### src/rtl/fnd_scan_if.sv
// Bundles the number-input handshake and the FND scan outputs of fnd_scan_controller.
// slave = the controller; master = system logic plus the display decoders.
interface fnd_scan_if;
    logic [13:0] i_value;
    logic        i_load;
    logic        i_blank_lz;
    logic        i_display_en;
    logic        o_busy;
    logic        o_overflow;
    logic [1:0]  o_digitSelect;
    logic [3:0]  o_bcd;
    logic        o_fnd_en;
    logic        o_dbg_state;

    // i_load is a single-cycle strobe, honoured only in a cycle where o_busy=0;
    // a strobe seen while o_busy=1 is dropped, never queued.
    modport slave (
        input  i_value, i_load, i_blank_lz, i_display_en,
        output o_busy, o_overflow, o_digitSelect, o_bcd, o_fnd_en, o_dbg_state
    );

    modport master (
        output i_value, i_load, i_blank_lz, i_display_en,
        input  o_busy, o_overflow, o_digitSelect, o_bcd, o_fnd_en, o_dbg_state
    );
endinterface

### src/rtl/fnd_scan_controller.sv
// Binary-to-BCD (sequential double-dabble) plus 4-digit time-multiplexed scan
// for a single-digit FND select/font decoder pair.
module fnd_scan_controller #(
    parameter int SCAN_DIV = 100_000
) (
    input  logic         i_clk,
    input  logic         i_reset_n,
    fnd_scan_if.slave    bus
);
    localparam int TW = $clog2(SCAN_DIV);
    localparam logic [TW-1:0] TICK_LAST = TW'(SCAN_DIV - 1);

    typedef enum logic {IDLE = 1'b0, SHIFT = 1'b1} state_t;

    state_t      state, state_next;
    logic [13:0] bin_sr, bin_next;
    logic [15:0] acc, acc_next, adj;
    logic [3:0]  cnt, cnt_next;
    logic [15:0] disp, disp_next;
    logic        ovf, ovf_next;
    logic        busy, busy_next;
    logic [29:0] shifted;

    logic [TW-1:0] tick;
    logic [1:0]    idx;
    logic [3:0]    zero_from;
    logic [3:0]    blank;
    logic [1:0]    sel_q;
    logic [3:0]    bcd_q;
    logic          en_q;

    always_ff @(posedge i_clk or negedge i_reset_n) begin
        if (!i_reset_n) begin
            state  <= IDLE;
            bin_sr <= '0;
            acc    <= '0;
            cnt    <= '0;
            disp   <= '0;
            ovf    <= 1'b0;
            busy   <= 1'b0;
        end else begin
            state  <= state_next;
            bin_sr <= bin_next;
            acc    <= acc_next;
            cnt    <= cnt_next;
            disp   <= disp_next;
            ovf    <= ovf_next;
            busy   <= busy_next;
        end
    end

    always_comb begin
        state_next = state;
        bin_next   = bin_sr;
        acc_next   = acc;
        cnt_next   = cnt;
        disp_next  = disp;
        ovf_next   = ovf;
        adj        = acc;
        for (int n = 0; n < 4; n++) begin
            if (acc[4*n +: 4] >= 4'd5) adj[4*n +: 4] = acc[4*n +: 4] + 4'd3;
        end
        shifted = {adj[14:0], bin_sr, 1'b0};

        case (state)
            IDLE: begin
                if (bus.i_load) begin
                    state_next = SHIFT;
                    bin_next   = (bus.i_value > 14'd9999) ? 14'd9999 : bus.i_value;
                    acc_next   = '0;
                    cnt_next   = 4'd14;
                    ovf_next   = (bus.i_value > 14'd9999);
                end
            end
            SHIFT: begin
                acc_next = shifted[29:14];
                bin_next = shifted[13:0];
                cnt_next = cnt - 4'd1;
                // Display only takes the finished result, never a partial one.
                if (cnt == 4'd1) begin
                    disp_next  = shifted[29:14];
                    state_next = IDLE;
                end
            end
            default: state_next = IDLE;
        endcase
        busy_next = (state_next == SHIFT);
    end

    always_comb begin
        zero_from[3] = (disp[15:12] == 4'd0);
        zero_from[2] = zero_from[3] && (disp[11:8] == 4'd0);
        zero_from[1] = zero_from[2] && (disp[7:4] == 4'd0);
        zero_from[0] = zero_from[1] && (disp[3:0] == 4'd0);
        // The ones digit always lights so a zero value reads "0".
        blank = {zero_from[3:1], 1'b0} & {4{bus.i_blank_lz}};
    end

    always_ff @(posedge i_clk or negedge i_reset_n) begin
        if (!i_reset_n) begin
            tick  <= '0;
            idx   <= '0;
            sel_q <= '0;
            bcd_q <= '0;
            en_q  <= 1'b0;
        end else begin
            if (tick == TICK_LAST) begin
                tick <= '0;
                idx  <= idx + 2'd1;
            end else begin
                tick <= tick + 1'b1;
            end
            sel_q <= idx;
            bcd_q <= disp[{idx, 2'b00} +: 4];
            en_q  <= bus.i_display_en & ~blank[idx];
        end
    end

    assign bus.o_busy        = busy;
    assign bus.o_overflow    = ovf;
    assign bus.o_digitSelect = sel_q;
    assign bus.o_bcd         = bcd_q;
    assign bus.o_fnd_en      = en_q;
    assign bus.o_dbg_state   = state;
endmodule

### src/flat_wrapper.sv
// flat-port wrapper written by rule: the top's interface ports become plain ports
module fnd_scan_controller_flat 
#(
    parameter int SCAN_DIV = 100_000
)
  (i_clk, i_reset_n, bus_i_value, bus_i_load, bus_i_blank_lz, bus_i_display_en, bus_o_busy, bus_o_overflow, bus_o_digitSelect, bus_o_bcd, bus_o_fnd_en, bus_o_dbg_state);
  fnd_scan_if bus_i ();
  input  logic i_clk;
  input  logic i_reset_n;
  input wire logic [$bits(bus_i.i_value)-1:0] bus_i_value;
  input wire logic [$bits(bus_i.i_load)-1:0] bus_i_load;
  input wire logic [$bits(bus_i.i_blank_lz)-1:0] bus_i_blank_lz;
  input wire logic [$bits(bus_i.i_display_en)-1:0] bus_i_display_en;
  output wire logic [$bits(bus_i.o_busy)-1:0] bus_o_busy;
  output wire logic [$bits(bus_i.o_overflow)-1:0] bus_o_overflow;
  output wire logic [$bits(bus_i.o_digitSelect)-1:0] bus_o_digitSelect;
  output wire logic [$bits(bus_i.o_bcd)-1:0] bus_o_bcd;
  output wire logic [$bits(bus_i.o_fnd_en)-1:0] bus_o_fnd_en;
  output wire logic [$bits(bus_i.o_dbg_state)-1:0] bus_o_dbg_state;
  assign bus_i.i_value = bus_i_value;
  assign bus_i.i_load = bus_i_load;
  assign bus_i.i_blank_lz = bus_i_blank_lz;
  assign bus_i.i_display_en = bus_i_display_en;
  assign bus_o_busy = bus_i.o_busy;
  assign bus_o_overflow = bus_i.o_overflow;
  assign bus_o_digitSelect = bus_i.o_digitSelect;
  assign bus_o_bcd = bus_i.o_bcd;
  assign bus_o_fnd_en = bus_i.o_fnd_en;
  assign bus_o_dbg_state = bus_i.o_dbg_state;
  fnd_scan_controller #(.SCAN_DIV(SCAN_DIV)) u_core (.i_clk(i_clk), .i_reset_n(i_reset_n), .bus(bus_i));
endmodule
### config.mk
export PLATFORM = sky130hd
export DESIGN_NAME = fnd_scan_controller_flat
export DESIGN_NICKNAME = d
export VERILOG_FILES = /design/src/rtl/fnd_scan_if.sv /design/src/rtl/fnd_scan_controller.sv /design/src/flat_wrapper.sv
export SDC_FILE = /design/constraint.sdc
export NUM_CORES = 1
export LEC_CHECK = 0
export ABC_AREA = 0
export CORE_MARGIN = 2
export CORE_UTILIZATION = 40
export CTS_CLUSTER_DIAMETER = 120
export DETAILED_ROUTE_END_ITERATION = 12
export PLACE_DENSITY_LB_ADDON = 0.05
export SYNTH_ARGS = -nofsm -noshare
export SYNTH_HDL_FRONTEND = slang
export SYNTH_SLANG_ARGS = --single-unit
### constraint.sdc
create_clock -name i_clk -period 1.6 [get_ports i_clk]
set_input_delay 0.32 -clock i_clk [delete_from_list [all_inputs] [get_ports i_clk]]
set_output_delay 0.32 -clock i_clk [all_outputs]
set_load 0.05 [all_outputs]
==> results.yml, run 1 <==
detailed_routing:
  drt_iter0_markers: 63
  viasPerCell: 5.062
  drc_errors: 0
  drtAntennaViolNets: 0
  wire_per_inst_um: 14.23
  wl_um: 7771
  dr.pass1.iters: 4
  vias: 2764
timing:
  skew_ns: 0.007464
  worst_slew_pin_slew_ns: 0.4939
  setup_ws_ns: -0.07044
  fin_tns_setup_ns: -0.5679
  slew-limit-headroom_pct: 67.07
  finalSetupViolations: 11
  hold_slack_ns: 0.4527
  fmax_ghz: 0.5986
  finalMaxSlewViolations: 0
  rsz0062_at_grt: "true"
  period_share_pct: 104.4
  period_needed_ns: 1.670
  hold_viol: 0
critical_path:
  critPathKind: "flop to flop"
  critPathRequiredTime_ns: 1.82
  crit_path_end_kind: "flop"
  reg2regPathDepth: 4
  path_max_fanout: 3
  worstSetupStartpointType: "flop"
  crit_arrival_ns: 1.89
yosys:
  ys.flop_type: "dfrtp_1"
  syn-num-nets: 385
  ys_ff_latch: 78
  synth_warnings: 0
  async_flop_share_pct: 100.0
  yosys-top-cells-area: "dfrtp_1 (52%), nand2_1 (5.2%), mux2i_1 (4.8%)"
  syn_area_um2: 3757
  netlist_instances: 355
  synth_edf_count: 0
  seq_area_frac_synth_pct: 51.95
  synth_area_per_cell_um2: 10.58
  yosys-top-cells-count: "dfrtp_1 (78), nand2_1 (52), nor2_1 (23)"
  synth_top_area_share_pct: 51.95
  synth.most_common_cell: "dfrtp_1"
  netlist.top_cell.by_area: "dfrtp_1"
  synth.distinct_cells: 36
global_route:
  grt_overflow: 0
  grt_max_degree: 29
  grt_use_total_pct: 16.57
  antenna_found_initial: 0
  first_global_vias: 2766
  grt_pass1_wl_um: 13310
placed_design:
  place_area_um2: 4478
  dp_hpwl_um: 5540
  placed_cells: 523
  port_buffers: 28
  routabilityCongestion: 0.7852
clock_network:
  clock-sinks: 78
  cts_tree: "built"
  path_clk_slew_ns: 0.08
  cts_buffers: 9
  insertion_delay_ns: 0.34
  htree_num_levels: 3
  cts.path.max_buffers: 2
  root_buffer: "clkbuf_8"
floorplanning:
  coreArea_um2: 9196
  initial_core_util_pct: 40.86
  rows: 35
  dieArea_um2: 10180
  die_y_um: 100.9
  dieWidth_um: 100.9
  pin_count: 29
run_status:
  violations: "setup timing"
  status: "complete, but fails checks"
final_layout:
  drive_gt1_share_pct: 24.14
  finalNonFillerCells: 546
  num-nets-final: 460
  fin_area_um2: 4860
  area_growth_syn_to_layout_pct: 29.34
  antenna_cells: 0
power:
  ir_drop_mv: 0.6045
  power_density_nw_per_um2: 1702
  totalPowerFinal_mw: 8.273
  p_leak_nw: 2.336
hold_path:
  hp-class: "input port to async pin"
job:
  max-cap-violations: 0
[area by class of cell]
type / instances / area [um^2]
inverters: 14 / 52.55
fillers: 836 / 4337
clock inverters: 6 / 132.6
repair buffers: 79 / 704.4
well taps: 111 / 138.9
flip-flops and latches: 78 / 1953
multi-input cells: 248 / 1740
clock buffers: 10 / 137.6
[where the power goes]
| group | internal (mW) | switching, mW |
|---|---|---|
| Combinational | 1.61 | 1.61 |
| Sequential | 2.59 | 0.507 |
| Clock | 1.23 | 0.719 |
[cells in the final DEF (no fill, tap or decap), types with 4 or more instances in the layout]
master,count
dfrtp_1,77
buf_4,55
nand2_1,52
nor2_1,23
xnor2_1,18
mux2i_1,18
o21ai_0,17
clkdlybuf4s50_1,17
inv_1,12
a21oi_1,10
nor3b_1,10
ha_1,10
clkbuf_8,10
nand3_1,9
nor3_1,9
mux2_2,9
nand4_1,6
nor4_1,6
a31oi_1,5
a21o_1,5
buf_12,5
mux4_2,4
a32o_1,4
a21oi_2,4
a221o_1,4
bufinv_16,4
[cell families after synthesis]
group                      share of synthesized area, %
xor gates and xnor gates                          5.328
muxes                                             10.49
and+or+nand+nor                                   16.52
buffers and inverters                             3.130
adders and majority gates                         3.663
DFF                                               51.95
AOI/OAI and AO/OA                                 8.925
[per-layer routing]
layer	GRT usage, %	share of wire [%]
met2	26.56	47
met3	2.566	2.4
met4	5.613	1.1
met5	0	0
met1	23.00	50
[worst max-delay path, stage by stage (launching register included)]
cell and delay, ns:
dfrtp_1 0.39, or4_4 0.55, nor4_4 0.36, nand2_1 0.11, xnor2_1 0.14
[flip-flops by register name, indices dropped and copies added, names as in the netlist]
signal and cells:
u_core.tick 17, u_core.acc 16, u_core.disp 16, u_core.bin_sr 14, u_core.bus.o_bcd 4, u_core.cnt 4, u_core.bus.o_digitSelect 2, u_core.idx 2
u_core.bus.o_dbg_state 1, u_core.bus.o_fnd_en 1, u_core.bus.o_overflow 1
[worst paths after layout]
| kind | from | end | slack (ns) |
|---|---|---|---|
| setup / recovery | u_core.tick[11] | u_core.idx[1] | -0.07 |
| hold / removal | i_reset_n | u_core.acc[5] | 0.45 |
| setup reg to reg | u_core.tick[11] | u_core.idx[1] | -0.07 |
| hold reg to reg | u_core.bin_sr[12] | u_core.bin_sr[13] | 0.49 |
| max in group asynchronous | i_reset_n | u_core.tick[13] | 0.66 |
| min in group i_clk | u_core.bin_sr[12] | u_core.bin_sr[13] | 0.49 |
[per-stage QoR]
step                      utilization (%)  setup WS [ns]
after global routing                52.84        -0.1721
after detailed placement            48.69        -0.3156
final                               52.84       -0.07044
after global placement              48.69        -0.2334
after CTS                           52.08       -0.08645
after floorplan                         -      -0.006196
[what timing repair did]
action / in CTS / in global routing
pin swaps: 2 / 6
gates resized for setup: 3 / 14
buffers inserted: 2 / 4
endpoints found under the hold margin: 26 / 0
setup endpoints to repair: 13 / 31
hold buffers: 1 / 0
Note: power is estimated with default switching activity, not from simulation.
==> inputs of run 2 (changes only) <==
--- a/config.mk
+++ b/config.mk
@@ -11,6 +11,7 @@
 export CTS_CLUSTER_DIAMETER = 120
 export DETAILED_ROUTE_END_ITERATION = 12
 export PLACE_DENSITY_LB_ADDON = 0.05
+export RECOVER_POWER = 25
 export SYNTH_ARGS = -nofsm -noshare
 export SYNTH_HDL_FRONTEND = slang
 export SYNTH_SLANG_ARGS = --single-unit
==> run 2 against run 1 <==
Effect of this change: the run still ends with setup timing left; clock power about the same; first-iteration DRC count down 1.6%; combinational power about the same; die area unchanged; flip-flop and latch count did not move; sequential share of layout area grew 0.19 points; final area down 0.46%; register-to-register slack is essentially flat; setup slack about the same; critical path depth unchanged.
==> results.yml, run 2 (synthesized netlist as in run 1, its figures left out) <==
clock_network:
  cts_buffers: 9
  htree_num_levels: 3
  clock-sinks: 78
  cts.path.max_buffers: 2
  path_clk_slew_ns: 0.08
  cts_tree: "built"
  root_buffer: "clkbuf_8"
  insertion_delay_ns: 0.34
placed_design:
  dp_hpwl_um: 5540
  routabilityCongestion: 0.7852
  placed_cells: 523
  port_buffers: 28
final_layout:
  final_cell_mix: "dfrtp_1 (77), buf_4 (53), nand2_1 (52)"
  layout_commonest_cell: "dfrtp_1"
  num-nets-final: 460
  antenna_cells: 0
  largest_reg_flops: 17
  area_growth_syn_to_layout_pct: 28.74
  finalNonFillerCells: 546
  drive_gt1_share_pct: 23.68
  top_regs: "u_core.tick x17, u_core.acc x16, u_core.disp x16"
  top_register: "u_core.tick"
power:
  ir_drop_mv: 0.6042
  power_density_nw_per_um2: 1709
  p_int_mw: 5.436
  p_leak_nw: 2.323
  power_frac_seq_pct: 37.5
  totalPowerFinal_mw: 8.268
  netSwitchingPower_mw: 2.831
  swShare_pct: 34.25
  clkPwrFrac_pct: 23.6
  comb_power_share_pct: 38.9
hold_path:
  holdPathEnd: "u_core.bin_sr[13]"
  min_path_cells: 2
  hp-class: "flop to flop"
  hp-start: "u_core.bin_sr[12]"
critical_path:
  critPathRequiredTime_ns: 1.82
  r2r_start: "u_core.tick[11]"
  slowest_stage: "or4_4"
  reg2regPathDepth: 4
  critPathKind: "flop to flop"
  path_max_fanout: 3
  slowest_delay_ns: 0.55
  crit_arrival_ns: 1.89
  crit_path_end_kind: "flop"
  timing.rr.end: "u_core.idx[1]"
  path_cells: "or4_4 > nor4_4 > nand2_1 > xnor2_1"
  rrSetupSlack_ns: -0.07
  worstSetupStartpointType: "flop"
timing:
  hold_slack_ns: 0.4929
  finalMaxSlewViolations: 0
  hold_viol: 0
  period_share_pct: 104.4
  setup_ws_ns: -0.07044
  slew-limit-headroom_pct: 48.60
  skew_ns: 0.006845
  rsz0062_at_grt: "true"
  worst_slew_pin_slew_ns: 0.7710
  period_needed_ns: 1.670
  finalSetupViolations: 11
  fmax_ghz: 0.5986
global_route:
  grt_pass1_wl_um: 13310
  antenna_found_initial: 0
  grt_max_degree: 29
  first_global_vias: 2766
  grt_overflow: 0
  grt_use_total_pct: 16.57
run_status:
  status: "complete, but fails checks"
  violations: "setup timing"
floorplanning:
  coreArea_um2: 9196
  pin_count: 29
  rows: 35
  dieArea_um2: 10180
  dieWidth_um: 100.9
  initial_core_util_pct: 40.86
  die_y_um: 100.9
detailed_routing:
  viasPerCell: 5.062
  drt_iter0_markers: 62
  wire_per_inst_um: 14.26
  vias: 2764
  wl_um: 7784
  drc_errors: 0
  drtAntennaViolNets: 0
  dr.pass1.iters: 4
job:
  max-cap-violations: 0
[run 2: cell count changes in the layout (fill, tap and decap cells not counted)]
cell / previous run / this run
buf_4: 55 / 53
clkbuf_2: 0 / 1
clkbuf_1: 0 / 2
buf_12: 5 / 4
[run 2: worst max-delay path by stage]
stage | from | endpoint | slack, ns | cells past startpoint
after CTS | u_core.tick[6] | u_core.idx[1] | -0.09 | 4
after floorplan | u_core.tick[14] | u_core.idx[0] | -0.006 | 4
after detailed placement | bus_i_value[13] | u_core.bin_sr[1] | -0.32 | 5
final | u_core.tick[11] | u_core.idx[1] | -0.07 | 4
after global routing | u_core.tick[11] | u_core.idx[1] | -0.17 | 4
after global placement | bus_i_value[8] | u_core.bin_sr[1] | -0.23 | 5
[run 2: area by class of cell]
| cell class | instances | area, um^2 |
|---|---|---|
| inverters | 14 | 52.55 |
| clock inverters | 6 | 132.6 |
| repair buffers | 79 | 681.9 |
| well taps | 111 | 138.9 |
| multi-input cells | 248 | 1740 |
| fillers | 840 | 4359 |
| flip-flops and latches | 78 | 1953 |
| clock buffers | 10 | 137.6 |
[run 2: repair_timing]
action                                  4_1_cts  5_1_grt
buffers inserted                              2        4
pin swaps                                     2        6
hold buffers                                  1        0
resized for setup                             3       14
hold endpoints to repair                     26        0
endpoints found under the setup margin       13       31
[run 2: metal layers]
layer	vias up	global-route usage [%]	part of all wire, %
met2	38	26.56	47
met4	0	5.613	1.1
li1	1392	-	-
met1	1325	23.00	50
met5	-	0	0
met3	9	2.566	2.5
[run 2: power by group through the flow]
| stage | logic, mW | clock network, mW | registers, mW |
|---|---|---|---|
| 2_1_floorplan | 1.93 | 0 | 3.21 |
| 3_3_place_gp | 2.96 | 0 | 3.14 |
| 3_5_place_dp | 3.04 | 0 | 3.16 |
| 4_1_cts | 3.11 | 2.01 | 3.09 |
| 5_1_grt | 3.57 | 2.10 | 3.20 |
| 6_report | 3.21 | 1.95 | 3.10 |
[run 2: per-stage QoR]
step                      setup WS, ns  utilization [%]   TNS (ns)  instance area (um^2)
after floorplan              -0.006196                -  -0.006196                  3760
after global placement         -0.2334            48.69     -4.188                  4478
after detailed placement       -0.3156            48.69     -5.315                  4478
final                         -0.07044            52.60    -0.5670                  4837
after global routing           -0.1721            52.60     -1.580                  4837
after CTS                     -0.08645            52.08    -0.7447                  4790
[run 2: critical path, delay by kind of cell (launching register included)]
kind | cells | cell delay [ns]
flip-flops | 1 | 0.39
AND/OR/NAND/NOR | 3 | 1.02
XOR/XNOR | 1 | 0.14
